[config.mk]
export PLATFORM = sky130hd
export DESIGN_NAME = ni_local_port
export DESIGN_NICKNAME = d
export VERILOG_FILES = /design/src/rtl/ni_pkg.sv /design/src/rtl/ni_rx_fifo.sv /design/src/rtl/ni_local_port.sv
export SDC_FILE = /design/constraint.sdc
export NUM_CORES = 1
export LEC_CHECK = 0
export ABC_CLOCK_PERIOD_IN_PS = 2400
export BUFFER_PORTS_ARGS = -buffer_cell sky130_fd_sc_hd__buf_4
export CAP_MARGIN = 20
export CORE_ASPECT_RATIO = 0.5
export CORE_UTILIZATION = 40
export CTS_BUF_LIST = sky130_fd_sc_hd__clkbuf_16
export DETAILED_ROUTE_END_ITERATION = 16
export GPL_TIMING_DRIVEN = 0
export SYNTH_ARGS = -nofsm -noshare
export SYNTH_HDL_FRONTEND = slang
export SYNTH_HIERARCHICAL = 1
export SYNTH_SLANG_ARGS = --single-unit
[constraint.sdc]
create_clock -name clk -period 2.4 [get_ports clk]
set_input_delay 0.24 -clock clk [delete_from_list [all_inputs] [get_ports clk]]
set_output_delay 0.24 -clock clk [all_outputs]
set_load 0.005 [all_outputs]
[src/rtl/ni_pkg.sv]
// Shared types and defaults for the local-port network interface.
package ni_pkg;

  localparam int unsigned FLIT_W = 32;
  localparam int unsigned ADDR_W = 8;

  typedef logic [FLIT_W-1:0] flit_t;

  typedef enum logic {
    T_IDLE,
    T_SEND
  } tx_state_t;

  // Destination node address carried in the top bits of a flit
  function automatic logic [ADDR_W-1:0] get_dest(input flit_t f);
    return f[FLIT_W-1 -: ADDR_W];
  endfunction

endpackage

[src/rtl/ni_rx_fifo.sv]
// Synchronous first-word-fall-through FIFO; a push into a full FIFO without
// a same-cycle pop is dropped and flagged on ovf_c.
module ni_rx_fifo #(
  parameter int unsigned WIDTH = 32,
  parameter int unsigned DEPTH = 4
) (
  input  logic                       clk,
  input  logic                       rst,
  input  logic                       push_i,
  input  logic [WIDTH-1:0]           data_i,
  input  logic                       pop_i,
  output logic [WIDTH-1:0]           head_o,
  output logic                       full_o,
  output logic                       empty_o,
  output logic [$clog2(DEPTH+1)-1:0] count_o,
  output logic                       ovf_c
);
  import ni_pkg::*;

  localparam int unsigned PW = (DEPTH > 1) ? $clog2(DEPTH) : 1;
  localparam int unsigned CW = $clog2(DEPTH + 1);

  logic [WIDTH-1:0] mem_q [DEPTH];
  logic [WIDTH-1:0] mem_d [DEPTH];
  logic [PW-1:0]    wr_q, wr_d, rd_q, rd_d;
  logic [CW-1:0]    cnt_q, cnt_d;
  logic             do_push, do_pop;

  function automatic logic [PW-1:0] next_ptr(input logic [PW-1:0] p);
    return (p == PW'(DEPTH - 1)) ? '0 : p + PW'(1);
  endfunction

  assign full_o  = (cnt_q == CW'(DEPTH));
  assign empty_o = (cnt_q == '0);
  assign count_o = cnt_q;
  assign head_o  = mem_q[rd_q];
  assign do_pop  = pop_i & ~empty_o;
  assign do_push = push_i & (~full_o | do_pop);
  assign ovf_c   = push_i & full_o & ~do_pop;

  // Pointer, occupancy and storage update
  always_comb begin
    mem_d = mem_q;
    wr_d  = wr_q;
    rd_d  = rd_q;
    cnt_d = cnt_q;
    if (do_push) begin
      mem_d[wr_q] = data_i;
      wr_d        = next_ptr(wr_q);
    end
    if (do_pop) rd_d = next_ptr(rd_q);
    if (do_push && !do_pop)      cnt_d = cnt_q + CW'(1);
    else if (!do_push && do_pop) cnt_d = cnt_q - CW'(1);
  end

  // Control state, cleared on reset
  always_ff @(posedge clk or negedge rst) begin
    if (!rst) begin
      wr_q  <= '0;
      rd_q  <= '0;
      cnt_q <= '0;
    end else begin
      wr_q  <= wr_d;
      rd_q  <= rd_d;
      cnt_q <= cnt_d;
    end
  end

  // Storage array; contents are don't-care while empty
  always_ff @(posedge clk) begin
    mem_q <= mem_d;
  end

endmodule

[src/rtl/ni_local_port.sv]
// PE-side network interface for the router local port.
// TX: credit-gated, one-cycle-latency flit register. RX: buffered FIFO that
// returns one credit per consumed flit.
// Optional: define NI_DEST_CHECK_EN to reject RX flits not addressed to
// myaddr_i (adds misroute_o).
module ni_local_port #(
  parameter int unsigned FLIT_W     = 32,
  parameter int unsigned ADDR_W     = 8,
  parameter int unsigned TX_CREDITS = 4,
  parameter int unsigned RX_DEPTH   = 4
) (
  input  logic              clk,
  input  logic              rst,
  input  logic [ADDR_W-1:0] myaddr_i,
  input  logic [FLIT_W-1:0] pe_tx_data_i,
  input  logic              pe_tx_valid_i,
  output logic              pe_tx_ready_o,
  output logic [FLIT_W-1:0] local_o,
  output logic              valid_l_o,
  input  logic              credit_l_i,
  input  logic [FLIT_W-1:0] local_i,
  input  logic              valid_l_i,
  output logic              credit_l_o,
  output logic [FLIT_W-1:0] pe_rx_data_o,
  output logic              pe_rx_valid_o,
  input  logic              pe_rx_ready_i,
  output logic [1:0]        err_o
`ifdef NI_DEST_CHECK_EN
  ,
  output logic              misroute_o
`endif
);
  import ni_pkg::*;

  localparam int unsigned CW  = $clog2(TX_CREDITS + 1);
  localparam int unsigned PCW = $clog2(RX_DEPTH + 1);

  tx_state_t         state_q, state_d;
  logic [CW-1:0]     cred_q, cred_d;
  logic [FLIT_W-1:0] local_q, local_d;
  logic              cred_ovf_q, cred_ovf_d;
  logic              rx_ovf_q, rx_ovf_d;
  logic              credit_q, credit_d;
  logic              xfer_c, accept_c, pop_c, ovf_c, rx_empty_c, dest_ok_c;
  logic              rx_full_unused;
  logic [PCW-1:0]    rx_count_unused;

  assign pe_tx_ready_o = (cred_q != '0);
  assign xfer_c        = pe_tx_valid_i & pe_tx_ready_o;
  assign local_o       = local_q;
  assign valid_l_o     = (state_q == T_SEND);
  assign credit_l_o    = credit_q;
  assign err_o         = {rx_ovf_q, cred_ovf_q};
  assign pe_rx_valid_o = ~rx_empty_c;
  assign pop_c         = pe_rx_valid_o & pe_rx_ready_i;
  assign accept_c      = valid_l_i & dest_ok_c;

  // TX FSM: T_SEND marks the cycle a registered flit is on local_o
  always_comb begin
    state_d = state_q;
    local_d = local_q;
    case (state_q)
      T_IDLE:  if (xfer_c) state_d = T_SEND;
      T_SEND:  if (!xfer_c) state_d = T_IDLE;
      default: state_d = T_IDLE;
    endcase
    if (xfer_c) local_d = pe_tx_data_i;
  end

  // TX credit counter; a return into a full counter saturates and is flagged
  always_comb begin
    cred_d     = cred_q;
    cred_ovf_d = cred_ovf_q;
    case ({credit_l_i, xfer_c})
      2'b10: begin
        if (cred_q == CW'(TX_CREDITS)) cred_ovf_d = 1'b1;
        else                           cred_d     = cred_q + CW'(1);
      end
      2'b01:   cred_d = cred_q - CW'(1);
      default: cred_d = cred_q;
    endcase
  end

  ni_rx_fifo #(
    .WIDTH (FLIT_W),
    .DEPTH (RX_DEPTH)
  ) u_rx_fifo (
    .clk     (clk),
    .rst     (rst),
    .push_i  (accept_c),
    .data_i  (local_i),
    .pop_i   (pop_c),
    .head_o  (pe_rx_data_o),
    .full_o  (rx_full_unused),
    .empty_o (rx_empty_c),
    .count_o (rx_count_unused),
    .ovf_c   (ovf_c)
  );

  assign rx_ovf_d = rx_ovf_q | ovf_c;

`ifdef NI_DEST_CHECK_EN
  // Rejected flits still return their credit. Owed credits beyond the one
  // sent this cycle wait in pend_q; the router cannot have more than
  // RX_DEPTH outstanding, so pend_q never overflows.
  logic           mis_c, mis_q, mis_d;
  logic [PCW-1:0] pend_q, pend_d;
  logic [PCW:0]   owed_c;

  assign dest_ok_c  = (local_i[FLIT_W-1 -: ADDR_W] == myaddr_i);
  assign mis_c      = valid_l_i & ~dest_ok_c;
  assign misroute_o = mis_q;

  // Credit return merging pops, misroutes and deferred credits
  always_comb begin
    mis_d    = mis_q | mis_c;
    owed_c   = (PCW+1)'(pend_q) + (PCW+1)'(pop_c) + (PCW+1)'(mis_c);
    credit_d = (owed_c != '0);
    pend_d   = PCW'(owed_c - (PCW+1)'(credit_d));
  end

  // Misroute and deferred-credit state
  always_ff @(posedge clk or negedge rst) begin
    if (!rst) begin
      mis_q  <= 1'b0;
      pend_q <= '0;
    end else begin
      mis_q  <= mis_d;
      pend_q <= pend_d;
    end
  end
`else
  logic unused_addr;

  assign dest_ok_c   = 1'b1;
  assign unused_addr = ^myaddr_i;

  // One credit per popped flit
  always_comb begin
    credit_d = pop_c;
  end
`endif

  // Main state register
  always_ff @(posedge clk or negedge rst) begin
    if (!rst) begin
      state_q    <= T_IDLE;
      cred_q     <= CW'(TX_CREDITS);
      local_q    <= '0;
      cred_ovf_q <= 1'b0;
      rx_ovf_q   <= 1'b0;
      credit_q   <= 1'b0;
    end else begin
      state_q    <= state_d;
      cred_q     <= cred_d;
      local_q    <= local_d;
      cred_ovf_q <= cred_ovf_d;
      rx_ovf_q   <= rx_ovf_d;
      credit_q   <= credit_d;
    end
  end

endmodule

==> key figures, run 1 <==
Critical path
  – Crit path max fanout: 32
  – Slowest CP cell: and2_2
  – Max incr delay on CP: 0.76 ns
  – Crit path DAT: between 2 and 2.5 ns
  – Crit-path cells: nor3_2 > nor2b_1 > o21a_4 > and2_2
  – Buf/Inv on CP: 0
  – CP startpoint: u_rx_fifo/count_o[0]
  – Reg2reg setup slack: between 0.15 and 0.2 ns
  – Top Family by Delay on Critical Path: simple AND/OR/NAND/NOR gates
  – Worst setup path end: u_rx_fifo/mem_q[92]
  – Nature of the critical path endpoint: register
  – Reg-to-Reg Start: u_rx_fifo/count_o[0]
  – WS Path Type: register to register
  – R2r worst-path depth: 4
  – Cell depth of the worst setup path: 4
  – Worst EP required: 2.44 ns
  – CP Launch Type: register
  – Reg2Reg Capture Point: u_rx_fifo/mem_q[92]

Route
  – Via count: 3414
  – Top Metal Used: met4
  – Vias per cell: ~4.7
  – Drt wl/cell: between 15 and 20 um
  – Drt initial violations: 159
  – DRC: 0
  – DRT Wirelength: between 10000 and 15000 um
  – DRT Pass-1 Iters: 4
  – WL met1: 5330 um
  – Met3 wire length: between 700 and 800 um
  – Met2 WL: ~5700 um
  – Post-DRT Antenna Nets: 0

Power and ir drop
  – Sequential share of power: around two fifths
  – Power Density: 1180 nW/um2
  – Total power: between 10 and 15 mW
  – Switch share: 28.5%
  – Clock share of power: 24.9%
  – Static Leak: 3.48 nW
  – Psw: 3.00 mW
  – VDD IR max: between 0.5 and 0.6 mV
  – Int Pwr: roughly 7.5 mW
  – Comb power frac: between 30 and 40%

Synthesis
  – Yosys warning count: 6
  – Synthesized area: 6800 um2
  – Syn_nets: 399
  – Mapped Avg Cell Area: roughly 22 um2
  – Cells after synthesis: 313

CTS
  – # H-tree levels: 4
  – Setup bufs post-CTS: 0
  – Clk buf depth: 2
  – Clk Tree Root Cell: clkbuf_16
  – TritonCTS buffer count: 17
  – Clk slew on worst S/H paths: 0.07 ns
  – Clock sink count: approximately 170
  – Worst skew pair latency: approximately 0.42 ns
  – CTS tree: built

Place
  – Final Wtd Congestion: roughly 0.66
  – Cells after DPL: ~680
  – PortBufs: around 140
  – Dpl hpwl: approximately 7400 um

Floorplanning
  – Die area: between 15000 and 20000 um2
  – Core area: ~17000 um2
  – Starting density of the core: roughly 41%
  – Die width: 186 um
  – Die height: 94.2 um
  – # IOs: around 150
  – Rows: 33

STA
  – # setup viols final: 0
  – Final hold viol count: 0
  – Actual slew at the worst max-slew pin: a little over 0.9 ns
  – Fmax: approximately 450 MHz
  – RSZ-0062 raised after global routing: yes
  – Setup TNS: 0 ns
  – Fin crit period: 2.24 ns
  – Final cycle utilization of the critical path: between 90 and 100%
  – Max_slew headroom: roughly two fifths
  – Hold_ws: between 0.02 and 0.03 ns
  – Final max-slew violation count: 0
  – Fin Clk Skew: approximately 0.0089 ns

Global routing
  – Pin count of the biggest net entering global routing: 47
  – Initial antenna violation count: 0
  – Global-route wire length before repair: 18800 um
  – Gr usage total: ~14%
  – Total gr overflow: 0
  – Vias in the first global route: roughly 3600

Cells and area
  – Core Util, Final: between 50% and 60%
  – Area growth from synthesis to layout: 30.7%
  – Nets: between 500 and 600
  – Layout cells sized above 1: between 50% and 60%
  – Ant. Diodes: 0
  – Finished Layout Cells: about 730

Job
  – Max Cap Viol: 0

Worst hold path
  – Hold Path Class: input pin to register

Status
  – Status: completed
power by group through the flow:
stage               Combinational (mW)  Clock, mW  Sequential, mW
global route                      3.84       2.84            4.48
floorplan                         2.04          0            4.38
finish                            3.52       2.62            4.39
CTS                               3.61       2.72            4.39
detailed placement                3.57          0            4.43
global placement                  3.54          0            4.42
area by class of cell:
| cell class | count | area [um2] |
|---|---|---|
| buffer | 15 | 131 |
| clock buffer | 17 | 425 |
| clock inverter | 15 | 149 |
| fill | 1324 | 7620 |
| inverter | 9 | 33.8 |
| multi-input combinational | 115 | 1660 |
| sequential | 174 | 5000 |
| tap | 227 | 284 |
| timing repair buffer | 155 | 1210 |
metrics by stage:
stage	setup WS, ns	instance area, um2
after floorplan	0.320	6800
after global placement	0.0978	8120
after detailed placement	0.0608	8120
after CTS	0.0405	8850
after global routing	-0.0388	8890
final	0.156	8890
flip-flops by register name (all words and copies together) (netlist names):
register	flops
u_rx_fifo/wr_q	2
cred_q	3
credit_l_o	1
cred_ovf_q	1
local_o	32
u_rx_fifo/mem_q	128
u_rx_fifo/rd_q	2
valid_l_o	1
rx_ovf_q	1
u_rx_fifo/count_o	3
worst min path at each step:
| stage | startpoint | to | slack, ns | cells after the start |
|---|---|---|---|---|
| floorplan | rst | cred_ovf_q | -0.06 | 0 |
| global placement | rst | local_o[4] | 0.30 | 1 |
| detailed placement | rst | local_o[4] | 0.30 | 1 |
| CTS | local_i[9] | u_rx_fifo/mem_q[73] | 0.0004 | 1 |
| global route | local_i[19] | u_rx_fifo/mem_q[115] | 0.0003 | 1 |
| finish | local_i[15] | u_rx_fifo/mem_q[47] | 0.03 | 1 |
layout by cell type, fill, tap and decap left out, types with 2 or more instances in the layout:
master / count
buf_4: 142
edfxtp_1: 128
dfrtp_1: 45
mux4_2: 32
mux2_4: 31
dlygate4sd3_1: 18
clkbuf_16: 17
inv_1: 9
nor2_1: 5
mux2_2: 5
ha_1: 5
buf_2: 4
xor2_1: 4
inv_6: 4
inv_8: 4
and2_2: 4
buf_12: 3
clkinvlp_4: 3
nand3_1: 2
o211ai_1: 2
nor3_1: 2
fa_1: 2
clkinv_8: 2
clkbuf_2: 2
routing by layer:
layer / global-route usage, % / vias to the layer above
li1: - / 1582
met1: 17.6 / 1736
met2: 23.4 / 89
met3: 5.71 / 7
met4: 4.75 / 0
met5: 0 / -
timing repair:
action / 4_1_cts / 5_1_grt
setup endpoints to repair: 27 / 2
gates resized for setup: 5 / 3
pin swaps: 0 / 1
hold buffers: 15 / 3
hold endpoints to repair: 88 / 8
Power figures use the tool's default switching activity.
==> run 2: changes to the inputs <==
--- a/config.mk
+++ b/config.mk
@@ -5,10 +5,11 @@
 export SDC_FILE = /design/constraint.sdc
 export NUM_CORES = 1
 export LEC_CHECK = 0
-export ABC_CLOCK_PERIOD_IN_PS = 2400
+export ABC_CLOCK_PERIOD_IN_PS = 2700
 export BUFFER_PORTS_ARGS = -buffer_cell sky130_fd_sc_hd__buf_4
 export CAP_MARGIN = 20
 export CORE_ASPECT_RATIO = 0.5
+export CORE_MARGIN = 4
 export CORE_UTILIZATION = 40
 export CTS_BUF_LIST = sky130_fd_sc_hd__clkbuf_16
 export DETAILED_ROUTE_END_ITERATION = 16
==> constraint.sdc (replaced) <==
create_clock -name clk -period 2.7 [get_ports clk]
set_input_delay 0.27 -clock clk [delete_from_list [all_inputs] [get_ports clk]]
set_output_delay 0.27 -clock clk [all_outputs]
set_load 0.005 [all_outputs]
==> key figures, run 2 (same netlist as run 1, synthesis figures left out) <==
Cells and area
  – Reg with most FFs: u_rx_fifo/mem_q
  – Nets: 556 (-3.0%)
  – Ant. Diodes: 0 (unchanged)
  – Commonest non-fill, non-tap cell in the layout: buf_4
  – Max reg flops: 128 (unchanged)
  – Layout cells sized above 1: 53.4% (+0.62 points)
  – Filler instances: 1356 (+2.4%)
  – Finished Layout Cells: 710 (-2.3%)
  – Area growth from synthesis to layout: 28.2%
  – Most frequent cells in the layout: buf_4, edfxtp_1, dfrtp_1

Global routing
  – Initial antenna violation count: 0 (unchanged)
  – Vias in the first global route: 3755 (+3.3%)
  – Total gr overflow: 0 (unchanged)
  – Global-route wire length before repair: 20000 um (+6.5%)
  – Pin count of the biggest net entering global routing: 47 (unchanged)
  – Gr usage total: 13.6% (-0.79 points)

STA
  – Fin crit period: ~2.5 ns
  – Max_slew headroom: 39.7% (+0.16 points)
  – Final hold viol count: 0 (unchanged)
  – RSZ-0062 raised after global routing: no
  – Hold_ws: 0.0452 ns (+0.0178 ns)
  – # setup viols final: 0 (unchanged)
  – Final max-slew violation count: 0 (unchanged)
  – Fmax: 407 MHz
  – Actual slew at the worst max-slew pin: 0.904 ns (-0.00247 ns)
  – Fin Clk Skew: 0.0107 ns (+0.00178 ns)
  – Setup TNS: 0 ns (unchanged)
  – Final cycle utilization of the critical path: around 91%

Status
  – Status: completed

CTS
  – # H-tree levels: 4 (unchanged)
  – Clk buf depth: 2 (unchanged)
  – Clk slew on worst S/H paths: 0.07 ns (about the same)
  – Clk Tree Root Cell: clkbuf_16
  – CTS tree: built
  – Clock sink count: 174 (unchanged)
  – Post_cts resized: 0 (-5)
  – Worst skew pair latency: 0.42 ns (about the same)
  – TritonCTS buffer count: 17 (unchanged)

Floorplanning
  – # IOs: 148 (unchanged)
  – Core area: 16500 um2 (unchanged)
  – Die width: 192 um (+3.2%)
  – Die area: 19300 um2 (+9.8%)
  – Rows: 33 (unchanged)
  – Die height: 100 um (+6.4%)
  – Starting density of the core: 41.2% (unchanged)

Critical path
  – Crit path max fanout: 10 (-69%)
  – Crit path DAT: 2.19 ns (-0.09 ns)
  – Max incr delay on CP: 0.55 ns (-0.21 ns)
  – Crit-path cells: clkbuf_1 > clkbuf_1 > mux4_2 > buf_4
  – Buf/Inv on CP: 3 (+3)
  – Worst EP required: 2.43 ns (about the same)
  – CP dominant cell by count: clkbuf_1
  – Nature of the critical path endpoint: primary output
  – WS Path Type: register to primary output
  – CP Launch Type: register
  – Top Family by Delay on Critical Path: buffers and inverters
  – Slowest CP cell: clkbuf_1

Route
  – Drt wl/cell: 17.5 um (+7.4%)
  – DRC: 0 (unchanged)
  – DRT Wirelength: 12400 um (+4.9%)
  – Post-DRT Antenna Nets: 0 (unchanged)
  – DRT Pass-1 Iters: 4 (unchanged)
  – Drt initial violations: 177 (+11%)
  – Via count: 3340 (-2.2%)
  – Vias per cell: 4.70 (+0.17%)

Place
  – Final Wtd Congestion: 0.665 (+1.2%)
  – Cells after DPL: 677 (unchanged)
  – Dpl hpwl: 7990 um (+8.0%)
  – PortBufs: 137 (unchanged)

Power and ir drop
  – Power Density: 1080 nW/um2 (-8.6%)
  – Static Leak: 3.42 nW (-1.8%)
  – VDD IR max: 0.557 mV (-2.5%)

Worst hold path
  – Hold Path Class: input pin to register

Job
  – Max Cap Viol: 0 (unchanged)
-- run 2: path summary, 6_finish.rpt --
path	slack, ns	cells after the start	to	from
setup / recovery	0.24	4	pe_rx_data_o[7]	u_rx_fifo/rd_q[1]
hold reg to reg	0.47	1	rx_ovf_q	rx_ovf_q
setup reg to reg	0.35	7	u_rx_fifo/count_o[2]	u_rx_fifo/count_o[0]
min in group asynchronous	0.40	2	local_o[9]	rst
max in group asynchronous	1.89	2	local_o[0]	rst
hold / removal	0.05	1	u_rx_fifo/mem_q[99]	local_i[3]
-- run 2: timing repair --
item / 4_1_cts / 5_1_grt
hold buffers: 1 / 0
endpoints found under the setup margin: 0 / 0
setup buffers: 0 / 0
endpoints found under the hold margin: 45 / 0
-- run 2: area by class of cell --
class	count	area [um2]	area share [%]
buffer	15	121	1.39
clock buffer	17	425	4.88
clock inverter	15	171	1.97
inverter	9	33.8	0.387
multi-input combinational	115	1650	18.9
sequential	174	5000	57.3
tap	227	284	3.26
timing repair buffer	138	1040	11.9
-- run 2: stage by stage --
stage | util (%) | instance area [um2] | power, mW | worst slack (ns)
global route | 52.8 | 8720 | 10.0 | 0.0982
detailed placement | 49.1 | 8120 | 7.15 | 0.330
finish | 52.8 | 8720 | 9.44 | 0.242
CTS | 52.8 | 8720 | 9.63 | 0.174
global placement | 49.1 | 8120 | 7.10 | 0.373
floorplan | - | 6800 | 5.71 | 0.620
-- run 2: worst reg2reg max path: stages, from the launching register on --
cell	delay, ns
dfrtp_1	0.45
o31ai_1	0.68
ha_1	0.32
inv_1	0.06
fa_1	0.37
xor2_1	0.15
nor2_1	0.11
xor2_1	0.14
-- run 2: where the power goes --
group | internal, mW | switching [mW] | total (mW) | leakage (nW)
Clock | 1.33 | 1.11 | 2.43 | 0.292
Sequential | 3.61 | 0.283 | 3.90 | 1.71
Combinational | 1.81 | 1.29 | 3.11 | 1.42
-- run 2: metal layers --
layer	track usage, %	vias up	share of wire [%]
met5	0	-	0
met4	4.93	0	1.3
met3	4.27	13	5.6
met2	21.9	84	50
met1	17.5	1698	43
li1	-	1545	-
==> run 3: changes to the inputs <==
--- a/config.mk
+++ b/config.mk
@@ -6,13 +6,12 @@
 export NUM_CORES = 1
 export LEC_CHECK = 0
 export ABC_CLOCK_PERIOD_IN_PS = 2700
-export BUFFER_PORTS_ARGS = -buffer_cell sky130_fd_sc_hd__buf_4
 export CAP_MARGIN = 20
-export CORE_ASPECT_RATIO = 0.5
 export CORE_MARGIN = 4
 export CORE_UTILIZATION = 40
 export CTS_BUF_LIST = sky130_fd_sc_hd__clkbuf_16
 export DETAILED_ROUTE_END_ITERATION = 16
+export DONT_BUFFER_PORTS = 1
 export GPL_TIMING_DRIVEN = 0
 export SYNTH_ARGS = -nofsm -noshare
 export SYNTH_HDL_FRONTEND = slang
==> key figures, run 3 (same netlist as run 1, synthesis figures left out) <==
Global routing
  – Initial antenna violation count: 0 (unchanged)
  – Gr usage total: 13.5% (-0.039 points)
  – Global-route wire length before repair: 20000 um (about the same)
  – Pin count of the biggest net entering global routing: 47 (unchanged)
  – Vias in the first global route: 3587 (-4.5%)
  – Total gr overflow: 0 (unchanged)

STA
  – Fin crit period: 2.31 ns (-0.146 ns)
  – Final hold viol count: 0 (unchanged)
  – Actual slew at the worst max-slew pin: 0.921 ns (+0.0164 ns)
  – Final max-slew violation count: 0 (unchanged)
  – # setup viols final: 0 (unchanged)
  – Setup TNS: 0 ns (unchanged)
  – RSZ-0062 raised after global routing: no
  – Final cycle utilization of the critical path: 85.6% (-5.4 points)
  – Fin Clk Skew: 0.00479 ns (-0.00593 ns)
  – Fmax: 433 MHz (+6.3%)
  – Max_slew headroom: 38.6% (-1.1 points)
  – Final Worst Setup Slack: 0.388 ns (+0.146 ns)

Route
  – Drt wl/cell: 19.7 um (+12%)
  – Via count: 3165 (-5.2%)
  – DRT Pass-1 Iters: 4 (unchanged)
  – Post-DRT Antenna Nets: 0 (unchanged)
  – DRT Wirelength: 12400 um (-0.17%)
  – DRC: 0 (unchanged)
  – Drt initial violations: 133 (-25%)
  – Vias per cell: 5.02 (+6.6%)

Floorplanning
  – Rows: 47 (+42%)
  – Die height: 138 um (+38%)
  – Die area: 19200 um2 (-0.66%)
  – # IOs: 148 (unchanged)
  – Core area: 16600 um2 (+0.77%)
  – Starting density of the core: 40.9% (-0.31 points)
  – Die width: 138 um (-28%)

CTS
  – # H-tree levels: 4 (unchanged)
  – Clk Tree Root Cell: clkbuf_16
  – Clk slew on worst S/H paths: 0.06 ns (about the same)
  – Clock sink count: 174 (unchanged)
  – TritonCTS buffer count: 17 (unchanged)
  – Worst skew pair latency: 0.41 ns (about the same)
  – Post_cts resized: 0 (unchanged)
  – Clk buf depth: 2 (unchanged)
  – CTS tree: built

Critical path
  – Nature of the critical path endpoint: primary output
  – CP dominant cell by count: clkbuf_1
  – Slowest CP cell: clkbuf_1
  – CP Launch Type: register
  – Top Family by Delay on Critical Path: buffers and inverters
  – Worst EP required: 2.43 ns (about the same)
  – Crit path max fanout: 10 (unchanged)
  – Buf/Inv on CP: 2 (-1)
  – Crit-path cells: clkbuf_1 > clkbuf_1 > mux4_2
  – WS Path Type: register to primary output
  – Crit path DAT: 2.04 ns (-0.15 ns)
  – Max incr delay on CP: 0.57 ns (+0.02 ns)

Cells and area
  – Filler instances: 1340 (-1.2%)
  – Commonest non-fill, non-tap cell in the layout: edfxtp_1
  – Ant. Diodes: 0 (unchanged)
  – Nets: 484 (-13%)
  – Area growth from synthesis to layout: 22.3%
  – Reg with most FFs: u_rx_fifo/mem_q
  – Layout cells sized above 1: 28.5% (-25 points)
  – Most frequent cells in the layout: edfxtp_1, dlygate4sd3_1, dfrtp_1
  – Max reg flops: 128 (unchanged)

Power and ir drop
  – Static Leak: 3.03 nW (-11%)
  – VDD IR max: 0.428 mV (-23%)
  – Power Density: 1030 nW/um2 (-4.4%)

Place
  – Post-place setup slack: 0.420 ns (+0.0905 ns)
  – Dpl hpwl: 7740 um (-3.1%)
  – Final Wtd Congestion: 0.682 (+2.5%)
  – PortBufs: 0 (-100%)

Job
  – Max Cap Viol: 0 (unchanged)

Worst hold path
  – Hold Path Class: input pin to register

Status
  – Status: completed
## run 3: changes by cell type in the layout (fill, tap and decap cells not counted), moves of 2 or more
cell,previous run,this run
buf_4,139,2
clkinv_2,0,2
clkinv_4,2,0
clkinvlp_4,1,3
dlygate4sd3_1,1,65
inv_1,9,13
inv_8,7,1
## run 3: layout make-up
cell class / instances / area [um2] / share of cell area [%]
inverter: 9 / 33.8 / 0.406
sequential: 174 / 5000 / 60.1
timing repair buffer: 66 / 678 / 8.15
tap: 220 / 275 / 3.31
clock inverter: 15 / 135 / 1.62
buffer: 15 / 121 / 1.46
clock buffer: 17 / 425 / 5.12
multi-input combinational: 115 / 1650 / 19.9
## run 3: path summary, 6_finish.rpt
path | startpoint | to | slack [ns] | cells past startpoint
worst max-delay path | u_rx_fifo/rd_q[1] | pe_rx_data_o[13] | 0.39 | 3
worst min-delay path | pe_rx_ready_i | credit_l_o | 0.07 | 1
worst max register to register | u_rx_fifo/count_o[0] | u_rx_fifo/count_o[2] | 0.42 | 7
worst min register to register | rx_ovf_q | rx_ovf_q | 0.48 | 1
max in group asynchronous | rst | cred_q[2] | 2.07 | 2
min in group asynchronous | rst | local_o[4] | 0.37 | 2
## run 3: layer usage
layer,track usage [%],wire length [um],up-vias
li1,-,-,1405
met1,16.4,5120,1613
met2,22.5,6210,131
met3,5.08,897,16
met4,4.52,180,0
met5,0,0,-
## run 3: timing repair
item,4_1_cts,5_1_grt
setup buffers,0,0
hold endpoints to repair,206,0
hold buffers,66,0
## run 3: where the power goes
group          switching (mW)  internal, mW
combinational            1.13          1.20
clock                   0.957          1.35
sequential              0.351          3.62
## run 3: per-stage QoR
step                total power, mW  utilization, %  cells  instance area, um2  hold WS (ns)
floorplan                      5.71               -    313                6800       -0.0256
CTS                            8.77            50.0    631                8320        0.0442
detailed placement             6.32            42.5    533                7080       -0.0245
finish                         8.60            50.0    631                8320        0.0744
global route                   9.12            50.0    631                8320        0.0528
global placement               6.24            42.5    533                7080       -0.0242
